## src/rtl/branch_pkg.sv

```systemverilog
`default_nettype none
// +----------------------------------------------------------------------+
// | branch_pkg: branch opcodes and default sizes for branch_unit         |
// | Revision: 1.0                                                        |
// +----------------------------------------------------------------------+
package branch_pkg;

   // Codes 6 and 7 are reserved and decode exactly like BR_NONE.
   typedef enum logic [2:0] {
      BR_NONE = 3'd0,
      BR_BEQ  = 3'd1,
      BR_BNE  = 3'd2,
      BR_JMP  = 3'd3,
      BR_CALL = 3'd4,
      BR_RET  = 3'd5
   } br_op_t;

   localparam int LUT_N_DEF = 16;
   localparam int RAS_N_DEF = 4;

endpackage
`default_nettype wire

```

## src/rtl/branch_unit_ret_stack.sv

```systemverilog
`default_nettype none
// +----------------------------------------------------------------------+
// | ret_stack: LIFO return-address stack; top entry is entry[Depth-1]    |
// | Revision: 1.0                                                        |
// +----------------------------------------------------------------------+
module ret_stack #(
   parameter  int L     = 10,
   parameter  int RAS_N = 4,
   localparam int DW    = $clog2(RAS_N + 1)
) (
   input  logic          Clk,
   input  logic          Reset,
   input  logic          Push,
   input  logic          Pop,
   input  logic [L-1:0]  PushData,
   output logic [L-1:0]  Top,
   output logic [DW-1:0] Depth,
   output logic          Full,
   output logic          Empty
);

   logic [L-1:0]  mem_q [RAS_N];
   logic [L-1:0]  mem_d [RAS_N];
   logic [DW-1:0] depth_q, depth_d;

   // Callers never push when full nor pop when empty.
   always_comb begin
      mem_d   = mem_q;
      depth_d = depth_q;
      if (Push) begin
         for (int i = 0; i < RAS_N; i++) begin
            if (depth_q == DW'(i)) mem_d[i] = PushData;
         end
         depth_d = depth_q + DW'(1);
      end else if (Pop) begin
         depth_d = depth_q - DW'(1);
      end
   end

   always_comb begin
      Top = '0;
      for (int i = 0; i < RAS_N; i++) begin
         if (depth_q == DW'(i + 1)) Top = mem_q[i];
      end
   end

   always_ff @(posedge Clk) begin
      if (Reset) begin
         for (int i = 0; i < RAS_N; i++) mem_q[i] <= '0;
         depth_q <= '0;
      end else begin
         mem_q   <= mem_d;
         depth_q <= depth_d;
      end
   end

   assign Depth = depth_q;
   assign Full  = (depth_q == DW'(RAS_N));
   assign Empty = (depth_q == '0);

endmodule
`default_nettype wire

```

## src/rtl/branch_unit.sv

```systemverilog
`default_nettype none
// +----------------------------------------------------------------------+
// | branch_unit: decides PC jump/target from zero flag, LUT and stack    |
// | Revision: 1.0                                                        |
// +----------------------------------------------------------------------+
module branch_unit
   import branch_pkg::*;
#(
   parameter  int L     = 10,
   parameter  int LUT_N = LUT_N_DEF,
   parameter  int RAS_N = RAS_N_DEF,
   localparam int LI    = $clog2(LUT_N),
   localparam int DW    = $clog2(RAS_N + 1)
) (
   input  logic          Clk,
   input  logic          Reset,
   input  logic          Start,
   input  logic [L-1:0]  ProgCtr,
   input  br_op_t        BrOp,
   input  logic [LI-1:0] LutIdx,
   input  logic          FlagWe,
   input  logic          ZeroIn,
   input  logic          LutWe,
   input  logic [LI-1:0] LutWrIdx,
   input  logic [L-1:0]  LutWrData,
   output logic [L-1:0]  Target,
   output logic          BaddEn,
   output logic          Zero,
   output logic [DW-1:0] Depth,
   output logic          StackOvf,
   output logic          StackUnf
);

   logic [L-1:0] lut_q [LUT_N];
   logic [L-1:0] lut_d [LUT_N];
   logic         flag_q, flag_d;
   logic         ovf_q, ovf_d;
   logic         unf_q, unf_d;

   logic         push, pop;
   logic [L-1:0] stk_top;
   logic         stk_full, stk_empty;
   logic [L-1:0] lut_rd;

   assign lut_rd = lut_q[LutIdx];

   always_comb begin
      lut_d = lut_q;
      if (LutWe) lut_d[LutWrIdx] = LutWrData;
      flag_d = FlagWe ? ZeroIn : flag_q;
   end

   // Output decode; Start and Reset both force a no-branch cycle.
   always_comb begin
      Target = '0;
      BaddEn = 1'b0;
      Zero   = 1'b0;
      push   = 1'b0;
      pop    = 1'b0;
      ovf_d  = ovf_q;
      unf_d  = unf_q;
      if (!Reset && !Start) begin
         case (BrOp)
            BR_BEQ: begin
               BaddEn = 1'b1;
               Zero   = flag_q;
               Target = lut_rd;
            end
            BR_BNE: begin
               BaddEn = 1'b1;
               Zero   = ~flag_q;
               Target = lut_rd;
            end
            BR_JMP: begin
               BaddEn = 1'b1;
               Zero   = 1'b1;
               Target = lut_rd;
            end
            BR_CALL: begin
               if (!stk_full) begin
                  BaddEn = 1'b1;
                  Zero   = 1'b1;
                  Target = lut_rd;
                  push   = 1'b1;
               end else begin
                  ovf_d = 1'b1;
               end
            end
            BR_RET: begin
               if (!stk_empty) begin
                  BaddEn = 1'b1;
                  Zero   = 1'b1;
                  Target = stk_top;
                  pop    = 1'b1;
               end else begin
                  unf_d = 1'b1;
               end
            end
            default: ;
         endcase
      end
   end

   always_ff @(posedge Clk) begin
      if (Reset) begin
         for (int i = 0; i < LUT_N; i++) lut_q[i] <= '0;
         flag_q <= 1'b0;
         ovf_q  <= 1'b0;
         unf_q  <= 1'b0;
      end else begin
         lut_q  <= lut_d;
         flag_q <= flag_d;
         ovf_q  <= ovf_d;
         unf_q  <= unf_d;
      end
   end

   ret_stack #(
      .L     (L),
      .RAS_N (RAS_N)
   ) u_ret_stack (
      .Clk      (Clk),
      .Reset    (Reset),
      .Push     (push),
      .Pop      (pop),
      .PushData (ProgCtr + L'(1)),
      .Top      (stk_top),
      .Depth    (Depth),
      .Full     (stk_full),
      .Empty    (stk_empty)
   );

   assign StackOvf = ovf_q;
   assign StackUnf = unf_q;

endmodule
`default_nettype wire
```

## config.mk

```make
export PLATFORM = sky130hd
export DESIGN_NAME = branch_unit
export DESIGN_NICKNAME = d
export VERILOG_FILES = /design/src/rtl/branch_pkg.sv /design/src/rtl/branch_unit_ret_stack.sv /design/src/rtl/branch_unit.sv
export SDC_FILE = /design/constraint.sdc
export NUM_CORES = 1
export LEC_CHECK = 0
export CAP_MARGIN = 20
export CORE_AREA = 2 2 157 159
export CTS_CLUSTER_DIAMETER = 200
export DETAILED_ROUTE_END_ITERATION = 10
export DIE_AREA = 0 0 159 161
export GPL_TIMING_DRIVEN = 0
export PLACE_DENSITY = 0.57
export SETUP_SLACK_MARGIN = 0.3
export SYNTH_ARGS = -nofsm -noshare
export SYNTH_HDL_FRONTEND = slang
export SYNTH_SLANG_ARGS = --single-unit
export TNS_END_PERCENT = 10
```

## constraint.sdc

```tcl
create_clock -name Clk -period 2.3 [get_ports Clk]
set_input_delay 0.23 -clock Clk [delete_from_list [all_inputs] [get_ports Clk]]
set_output_delay 0.23 -clock Clk [all_outputs]
set_load 0.01 [all_outputs]
```

Yosys cells after proc, flatten, opt, wreduce, memory -nomap -nowiden
Index checks and enable logic that the tools add are counted.
{"block": "classes", "n_addsub": 3, "n_mul": 0, "n_div": 0, "order_cmp": 3, "eq_ne": 9, "shifts": 0, "n_mux": 26, "bitwise": 3, "reduce_logical": 13}
{"operator": "$bwmux W160", "n": 1}
{"operator": "$mux W10", "n": 10}
{"operator": "$bmux W10 S4", "n": 1}
{"operator": "$demux W10 S4", "n": 1}
{"operator": "$pmux W10 S3", "n": 1}
{"operator": "$eq A3 B2 Y1 const B", "n": 4}
{"operator": "$add A10 B1 Y10 const B", "n": 1}
{"operator": "$ge A5 B5 Y1 const B", "n": 2}
{"operator": "$not A4 Y5", "n": 2}
{"operator": "$eq A3 B3 Y1 const B", "n": 3}
{"operator": "$mux W1", "n": 8}
{"operator": "$reduce_and A2 Y1", "n": 4}
{"operator": "$eq A3 B1 Y1 const B", "n": 2}
{"operator": "$mux W3", "n": 2}
{"operator": "$reduce_and A3 Y1", "n": 2}
{"operator": "$lt A5 B1 Y1 const B", "n": 1}
{"operator": "$pmux W1 S5", "n": 1}
{"operator": "$add A3 B1 Y3 const B", "n": 1}
{"operator": "$logic_not A3 Y1", "n": 1}
{"operator": "$pmux W1 S3", "n": 1}
{"operator": "$reduce_or A3 Y1", "n": 1}
{"operator": "$sub A3 B1 Y3 const B", "n": 1}
{"operator": "$logic_and A1 B1 Y1", "n": 2}
{"operator": "$logic_not A1 Y1", "n": 2}
{"operator": "2 further kinds", "n": 2}
{"block": "totals", "reg_bits": 206, "latch_bits": 0, "mem_bits_rw": 0, "romBits": 0, "output_inout_bits": 17, "elab_cells": 81, "memories": 0}

Longest topological paths before layout
{"block": "depth", "depth_word": 8, "mapped_depth": 8, "mapped_depth_nobuf": 6}

By module
A second synthesis with hierarchy kept.
{"block": "hier_totals", "hier_cells": 1130, "hier_area_um2": 9914.5}
{"mod": "branch_unit", "n_inst": 1, "cells_each": 913, "area_each_um2": 8002.7}
{"mod": "ret_stack", "n_inst": 1, "cells_each": 217, "area_each_um2": 1911.8}

Least setup slack after synthesis
Ideal clock, no wire load.
{"block": "synth_path", "path_type": "register to output", "startpoint": "register u_ret_stack.depth_q[0], in the netlist u_ret_stack.Depth[0]", "endpoint": "output Target[0]", "arrival_ns": 2.034, "path_slack_ns": 0.036, "path_stages_with_launch": 8, "n_path_buf": 1, "path_cell_list": "dfxtp_1 > inv_1 > ha_1 > and2_1 > clkbuf_1 > o41ai_1 > nand2_1 > o221ai_1"}
{"block": "synth_via", "elab_chain_len": 8}
{"element": "start, declared", "line": "branch_unit_ret_stack.sv:24", "rtl": "logic [DW-1:0] depth_q, depth_d;"}
{"element": "start signal, assigned", "line": "branch_unit_ret_stack.sv:53", "rtl": "depth_q <= depth_d;"}
{"element": "$eq A3 B1 Y1", "line": "branch_unit_ret_stack.sv:43", "rtl": "if (depth_q == DW'(i + 1)) Top = mem_q[i];"}
{"element": "$mux W10 (4 in series)", "line": "branch_unit_ret_stack.sv:43"}
{"element": "$mux W10", "line": "branch_unit.sv:90", "rtl": "if (!stk_empty) begin"}
{"element": "$pmux W10 S3 (*)", "line": "branch_unit.sv:63", "rtl": "case (BrOp)"}
{"element": "$mux W10 (*)", "line": "branch_unit.sv:62", "rtl": "if (!Reset && !Start) begin"}
{"element": "end, declared", "line": "branch_unit.sv:26", "rtl": "output logic [L-1:0] Target,"}
Every way passes the cells marked *; elsewhere a longest branch is shown, timed or not.

Worst setup path after layout
{"block": "layout_path", "startpoint": "register u_ret_stack.depth_q[1], in the netlist u_ret_stack.Depth[1]", "endpoint": "output Target[2]"}
The elaborated chain is that of the path after synthesis.

==> results.md <==
* Die area at around 0.026 sq mm
* Core area at approximately 0.024 sq mm
* Vias in the first global route at a little over 8,000
* Gpl congestion at roughly 0.82
* Bufs on Longest Clock Path at 3
* CTS tree: built
* Worst EP required at about 2.1 ns
* Unrepaired setup endpoints after global routing: yes
* Count leader, synth: dfxtp_1
* Boundary pin count at between 50 and 60
* Net Count, Synth at roughly 1,100
* Syn_area_per_cell at slightly above 9 sq um
* Worst slew margin at between 30% and 40%
* Max IR drop VDD at around 400 uV
* Post-synth EDFFs at 0
* Period minus WS final at about 2.7 ns
* Endpoints failing setup at 10
* # H-tree levels at 1
* Initial antenna violation count at 0
* CTS Buf Count at 24
* Yosys warning total at 0
* Finished Core Util at between 40% and 50%
* Yosys cell types at 52
* Grt total ovfl at 0
* Max cap viols at 0
* Largest family of logic cells by synthesized area: multiplexers
* Leading area contributor after synthesis: dfxtp_1
* Top routing layer in use: met4
* Synth Area in Simple Gates at 14.9%
* Largest cells by area after synthesis: dfxtp_1 44%, mux4_2 9.5%, mux2i_1 7.0%
* Worst setup SP type: flop
* Max Clk Rate at between 300 and 400 MHz
* Root buffer cell: clkbuf_16
* Via density at about 5.7
* ANT cells at 0
* DRT iter0 DRCs at between 600 and 700
* Met1 WL at 13,800 um
* Port bufs at 48
* Area fraction of the dominant cell type after synthesis at 43.6%
* Slew Limit Fails at 0
* Compound-cell area share of the yosys netlist at between 10% and 20%
* WL per Instance at 21.2 um
* GR Util All Layers at 24.1%
* Worst path arrival time at approximately 2.5 ns
* Share of cells above drive strength 1 at 17.2%
* ANT nets after route at 0
* DP HPWL at approximately 21,000 um
* Crit path kind: reg -> out
* Post-synthesis sequential area ratio at 43.6%
* Row count at 57
* DRT Pass-1 Iters at 6
* Initial core utilization at about two fifths
* Die Width at approximately 160 um
* Post-Route WL at 31,000 um
* Worst hold path type: in -> reg
* DRC at 0
* Commonest cells in the netlist: 206 x dfxtp_1, 129 x nand2_1, 112 x a21oi_1, 110 x nor2_1, 94 x o21ai_0
* XOR/XNOR Fraction of Synth Area at 0.927%
* Asr flop ratio synth at 0%
* Outcome: complete, but fails checks
* Die Ht at 161 um
* Clk_skew at between 0.005 and 0.006 ns
* Nets@finish at ~1,200
* Final Hold Violating Endpoints at 0
* Post-Synth Adder-Cell Area at ~1.1%
* Post-Synthesis Cells at roughly 1,000
* Worst setup margin at -0.381 ns
* Crit end category: output pin
* Syn-to-layout area delta at 22.6%
* Largest net degree at the start of global routing at 14
* Final Cycle Share at 117%
* Worst-path maximum fanout at 5
* Mapped Area at 0.00945 sq mm
* Global-route wire length before repair at roughly 48,000 um
* Failing checks: negative setup slack
* Least-Margin Pin Slew at 0.939 ns
* Clock Sinks at 206
* WL met3 at about 2200 um
* Post-synth top flop: dfxtp_1
* Clock Latency Late Sink at slightly above 0.5 ns
* Routed wl met2 at 14,000 um
* Worst-path clk slew at around 0.06 ns
* Synthesized flop and latch total at ~210
* TNS Setup at -3.10 ns
* Via count at roughly 8,300
* Final non-filler cell area at approximately 0.012 sq mm
* Hold buffer count at cts at 0
* P per Cell Area at slightly below 700 mW/mm^2
* Mux contribution to synthesized area at approximately 18%
* Pleak at just over 4 nW
* Post-placement cell area at between 0.01 and 0.015 sq mm
==> metrics by stage <==
stage / hold WS, ns / setup WS [ns] / power [mW] / instances
2_1_floorplan: 0.326 / 0.300 / 4.08 / 1035
4_1_cts: 0.0205 / -0.388 / 7.91 / 1460
5_1_grt: 0.0725 / -0.458 / 8.14 / 1462
6_report: 0.0446 / -0.381 / 7.88 / 1462
3_3_place_gp: 0.440 / -1.23 / 4.36 / 1407
3_5_place_dp: 0.448 / -1.27 / 4.37 / 1408
==> cell usage in the layout, fill, tap and decap left out, types with 7 or more instances in the layout <==
cell type,count
clkdlybuf4s50_1,34
nand2_1,128
clkbuf_2,10
a221o_1,9
xnor2_1,7
mux2_2,10
mux4_2,40
nand3b_1,12
dfxtp_1,203
clkbuf_16,25
buf_6,12
clkbuf_1,63
buf_2,18
o211ai_1,10
a211oi_1,23
o221ai_2,7
buf_4,9
nor2_1,109
o21ai_0,94
a21oi_1,111
nand3_1,24
a211oi_2,13
mux2i_1,66
==> power breakdown <==
group	internal, mW	switching [mW]	leakage, nW
registers	3.61	0.0233	1.66
logic	0.256	0.461	2.09
clock network	2.02	1.51	0.347
total	5.89	2.00	4.10
==> state kept, by name (all words and copies together), names as in the netlist <==
name	flops
StackUnf	1
u_ret_stack.mem_q	40
lut_q	160
u_ret_stack.Depth	3
flag_q	1
StackOvf	1
==> worst paths after layout <==
| kind | startpoint | endpoint | slack [ns] | cells past startpoint |
|---|---|---|---|---|
| setup reg to reg | u_ret_stack.Depth[0] | u_ret_stack.mem_q[8] | 0.16 | 9 |
| hold reg to reg | lut_q[158] | lut_q[158] | 0.46 | 2 |
| setup / recovery | u_ret_stack.Depth[1] | Target[2] | -0.38 | 9 |
| hold / removal | BrOp[0] | StackUnf | 0.04 | 3 |
==> cell type report <==
type	count	area (sq um)
buffer	92	504
clock buffer	35	672
clock inverter	3	43.8
fill	2300	12400
inverter	8	35.0
multi-input combinational	729	5170
sequential	206	4140
tap	324	405
timing repair buffer	65	624
==> cells by family (layout without fill, tap and decap cells) <==
group,count (synthesis),after routing
AOI/OAI and AO/OA,280,280
DFF,206,206
adders and majority gates,8,8
and+or+nand+nor,315,315
muxes,116,116
xor gates and xnor gates,10,10
buffers and inverters,100,203
==> critical path, cell delays in order (launching register included) <==
cell	delay (ns)
dfxtp_4	0.36
buf_6	0.13
ha_4	0.16
ha_4	0.15
a21o_1	0.20
buf_8	0.15
a221o_1	0.26
o211ai_1	0.19
o221ai_4	0.18
buf_2	0.17
==> routing by layer <==
layer | GRT usage (%) | vias up
li1 | - | 3879
met3 | 3.90 | 58
met5 | 0 | -
met4 | 8.55 | 0
met2 | 39.0 | 289
met1 | 32.8 | 4045
==> timing repair <==
action,4_1_cts,5_1_grt
buffers inserted,11,2
gates cloned,3,0
endpoints found under the setup margin,42,101
pin swaps,33,24
gates resized for setup,116,49
Note: power is estimated with default switching activity, not from simulation.
==> patch 1 (config.mk and constraints unchanged) <==
`RAS_N_DEF`: 4 -> 8.
--- a/src/rtl/branch_pkg.sv
+++ b/src/rtl/branch_pkg.sv
@@ -16,7 +16,7 @@
    } br_op_t;
 
    localparam int LUT_N_DEF = 16;
-   localparam int RAS_N_DEF = 4;
+   localparam int RAS_N_DEF = 8;
 
 endpackage
 `default_nettype wire
Interface: changed (resized Depth); port bits go from 54 to 55. The function was not compared with the original's and may differ.
==> patch 1 against the unedited design <==
- synthesized area up 21%
- worst setup slack worse by 0.10 ns
- power grew 23%
- critical path depth unchanged
- sequential cell count increased by 41
- routed wire length is 12% higher
- register-to-register slack worse by 0.05 ns
- final area up 25%
- the flow still finishes with violations (setup timing)
- critical path type unchanged
==> patch 1: results (changes against the unedited design) <==
Sw Ratio 0.233 (-0.0204); Compound-Gate Fraction of Synth Area 0.0950 (-0.0780); GR Util All Layers 0.268 (+0.0270); Comb. pwr 0.736 mW (+3%); adder and majority gate portion of the synthesized area 0.00658 (-0.00402); flop2flop setup slack 0.11 ns (-0.05 ns); status finished, violations left; setup violators final 11 (+1); CP arrival 2.55 ns (+0.10 ns); total wire length 34600 um (+12%); Synth Area in XOR/XNOR 0.0107 (+0.00147); violated checks setup timing; syn avg cell area 9.86 um^2 (+8.0%); Peak supply drop 537 uV (+33%); sequential share of the synthesized area 0.433 (-0.00326); largest cells by area after synthesis dfxtp_1, mux2i_1, nor2_1, mux4_2, a211oi_1; Post-CTS Setup Repair Bufs 16 (+5); Iter 0 DRT Violations 558 (-18%); Synth cell types 48 (-7.7%); Synth Net Count 1201 (+11%); layout net count 1307 (+12%); worst setup margin -0.483 ns (-0.102 ns); crit-path max FO 4 (-1); mux cell area share after synthesis 0.252 (+0.0745); number of port buffers 50 (+4.2%); post-CTS sizing 174 (+50%); Inst Count DP 1533 (+8.9%); share of cells above drive strength 1 0.235 (+0.0626); fillcell total 2106 (-8.4%); Post-Route Skew 0.0128 ns (+0.00719 ns); Seq power 4.34 mW (+20%); routed metal-1 wirelength 15100 um (+9.5%); RR Endpoint u_ret_stack.mem_q[34]; met2 wire length 17100 um (+22%); Post-DP HPWL 23300 um (+12%); top cells by count, synth nor2_1, dfxtp_1, mux2i_1; setup TNS -4.12 ns (-1.02 ns); Slew @ Worst Pin 1.09 ns (+0.149 ns)
patch 1: stage by stage:
step / total power, mW / instance area (um^2) / util / hold WS, ns / setup slack, ns
after floorplan: 4.81 / 11500 / - / 0.377 / 0.228
after global placement: 5.08 / 12400 / 0.516 / 0.442 / -1.21
after detailed placement: 5.09 / 12400 / 0.517 / 0.447 / -1.22
after CTS: 9.78 / 14000 / 0.585 / 0.00319 / -0.501
after global routing: 10.0 / 14400 / 0.602 / 0.0263 / -0.529
final: 9.73 / 14400 / 0.602 / 0.0179 / -0.483
patch 1: routing by layer:
metal	vias to the layer above	global-route usage
met4	0	0.0975
li1	4313	-
met1	4388	0.341
met2	225	0.475
met5	-	0
met3	61	0.0262
patch 1: final cells by class:
class / count / share of cell area
Inverter: 27 / 0.00737
Buffer: 92 / 0.0493
Tap cell: 324 / 0.0281
Clock inverter: 9 / 0.00841
Timing Repair Buffer: 74 / 0.0472
Clock buffer: 43 / 0.0588
Multi-Input combinational cell: 794 / 0.458
Sequential cell: 247 / 0.343
patch 1: worst max-delay path by stage:
stage,startpoint,to,slack [ns],cells past startpoint
6_report,u_ret_stack.Depth[0],Target[6],-0.48,9
5_1_grt,u_ret_stack.Depth[1],Target[6],-0.53,10
4_1_cts,u_ret_stack.Depth[0],Target[6],-0.50,8
3_5_place_dp,LutIdx[2],Target[0],-1.22,8
3_3_place_gp,LutIdx[2],Target[0],-1.21,8
2_1_floorplan,u_ret_stack.Depth[1],Target[6],0.23,9
patch 1: critical path: stages, from the launching register on:
cell and delay (ns):
dfxtp_4 0.38, inv_4 0.04, ha_4 0.16, buf_8 0.12, buf_8 0.13, a221o_1 0.37
a22oi_2 0.22, a2111oi_4 0.06, or3_4 0.40, buf_6 0.13
==> patch 2 (config.mk and constraints unchanged) <==
Made on the original files. Reset style: asynchronous (`Reset`), changed in 2 clocked blocks.
--- a/src/rtl/branch_unit_ret_stack.sv
+++ b/src/rtl/branch_unit_ret_stack.sv
@@ -44,7 +44,7 @@
       end
    end
 
-   always_ff @(posedge Clk) begin
+   always_ff @(posedge Clk or posedge Reset) begin
       if (Reset) begin
          for (int i = 0; i < RAS_N; i++) mem_q[i] <= '0;
          depth_q <= '0;
--- a/src/rtl/branch_unit.sv
+++ b/src/rtl/branch_unit.sv
@@ -101,7 +101,7 @@
       end
    end
 
-   always_ff @(posedge Clk) begin
+   always_ff @(posedge Clk or posedge Reset) begin
       if (Reset) begin
          for (int i = 0; i < LUT_N; i++) lut_q[i] <= '0;
          flag_q <= 1'b0;
Function: differs if Reset is asserted again (counterexample within 4 cycles, from zero or initial values and one cycle with Reset high); with Reset held inactive, the same outputs for 4 cycles.
==> patch 2 against the unedited design <==
- the run still ends with setup timing left
- critical path type unchanged
- routed wire length down 20%
- maximum frequency is 2.6% lower
- synthesized cell count down 29%
- worst setup slack worse by 0.071 ns
- sequential cell count stayed put
- synthesized area grew 4.1%
- non-clock buffer count shrank 47
- final area rose by 3.4%
Power is not compared: it rests on default switching activity, and its combinational part moved more than twofold at a synthesized area within 25%.
==> patch 2: results (changes against the unedited design) <==
Synth cell types 47 (-9.6%); worst setup margin -0.452 ns (-0.0709 ns); layout net count 873 (-25%); vias in the first global route 6977 (-15%); met1 Track Usage GR 0.279 (-0.0495); met3 Usage GRT 0.0324 (-0.00668); Slew @ Worst Pin 1.04 ns (+0.105 ns); violated checks setup timing; Async SR Flop Fraction 1.00 (+1.00); met2 wire length 11700 um (-17%); Final Non-Filler Cells 1170 (-20%); clk cell area share 0.0681 (+0.00631); syn avg cell area 13.4 um^2 (+46%); Area Overhead vs Synth 21.9%; setup violators final 11 (+1); grt met2 use 0.328 (-0.0619); sequential share of the synthesized area 0.524 (+0.0878); post-CTS sizing 104 (-10%); seq_cells 206 (unchanged); largest net degree at the start of global routing 45 (+31); status finished, violations left; setup TNS -4.03 ns (-0.932 ns); CP arrival 2.52 ns (+0.07 ns); dpl cell area 0.0108 mm^2 (+4.1%); number of port buffers 50 (+4.2%); flop2flop setup slack 0.35 ns (+0.19 ns); Post-Route Skew 0.00603 ns (+0.000414 ns); dpl ws -1.10 ns (+0.171 ns); hold crit path type in -> async; fillcell total 2115 (-8.0%); clock buffer count 30 (-14%); hold slack 0.183 ns (+0.138 ns); crit-path max cell delay 0.42 ns (+0.06 ns); layout buffer count excluding clock buffers 110 (-30%); Synth Net Count 781 (-28%); multi-input logic area 0.00463 mm^2 (-10%); global-route wire length before repair 39900 um (-17%); Wirelength per Cell 21.3 um (+0.59%); count of multi-input gates 474 (-35%); gpl congestion 0.817 (-0.43%); Iter 0 DRT Violations 262 (-61%); Inst Count DP 1115 (-21%); Post-DP HPWL 16600 um (-20%); Reg2Reg Depth 7 (-2); DR pass1 iterations 4 (-2); largest cells by area after synthesis dfrtp_1, mux2_2, mux4_2, o21ai_0, nand2_1; Post-CTS Setup Repair Bufs 7 (-4); routed metal-1 wirelength 11400 um (-17%)
[patch 2: cell types whose count changed in the layout (fill, tap and decap cells not counted), moves of 60 or more]
cell     unedited run  this run
nor2_1            109         6
dfrtp_1             0       205
mux2i_1            66         6
a21oi_1           111         8
dfxtp_1           203         0
nand2_1           128        58
mux2_2             10       165
[patch 2: logic make-up (layout without fill, tap and decap cells)]
group           after synthesis  count (layout)  share of synthesized area
compound gates              106             106                     0.0678
simple gates                137             137                     0.0718
buf+inv                      56             166                     0.0243
mux                         214             214                      0.294
xor+xnor                      9               9                    0.00802
flops                       206             206                      0.524
fa+ha+maj                     8               8                     0.0102
[patch 2: path summary, 6_finish.rpt]
path / start / to
worst min register to register: u_ret_stack.mem_q[28] / u_ret_stack.mem_q[28]
worst max-delay path: u_ret_stack.Depth[0] / Target[3]
max in group asynchronous: Reset / lut_q[37]
min in group Clk: ZeroIn / flag_q
worst min-delay path: Reset / flag_q
worst max register to register: u_ret_stack.Depth[0] / u_ret_stack.mem_q[38]
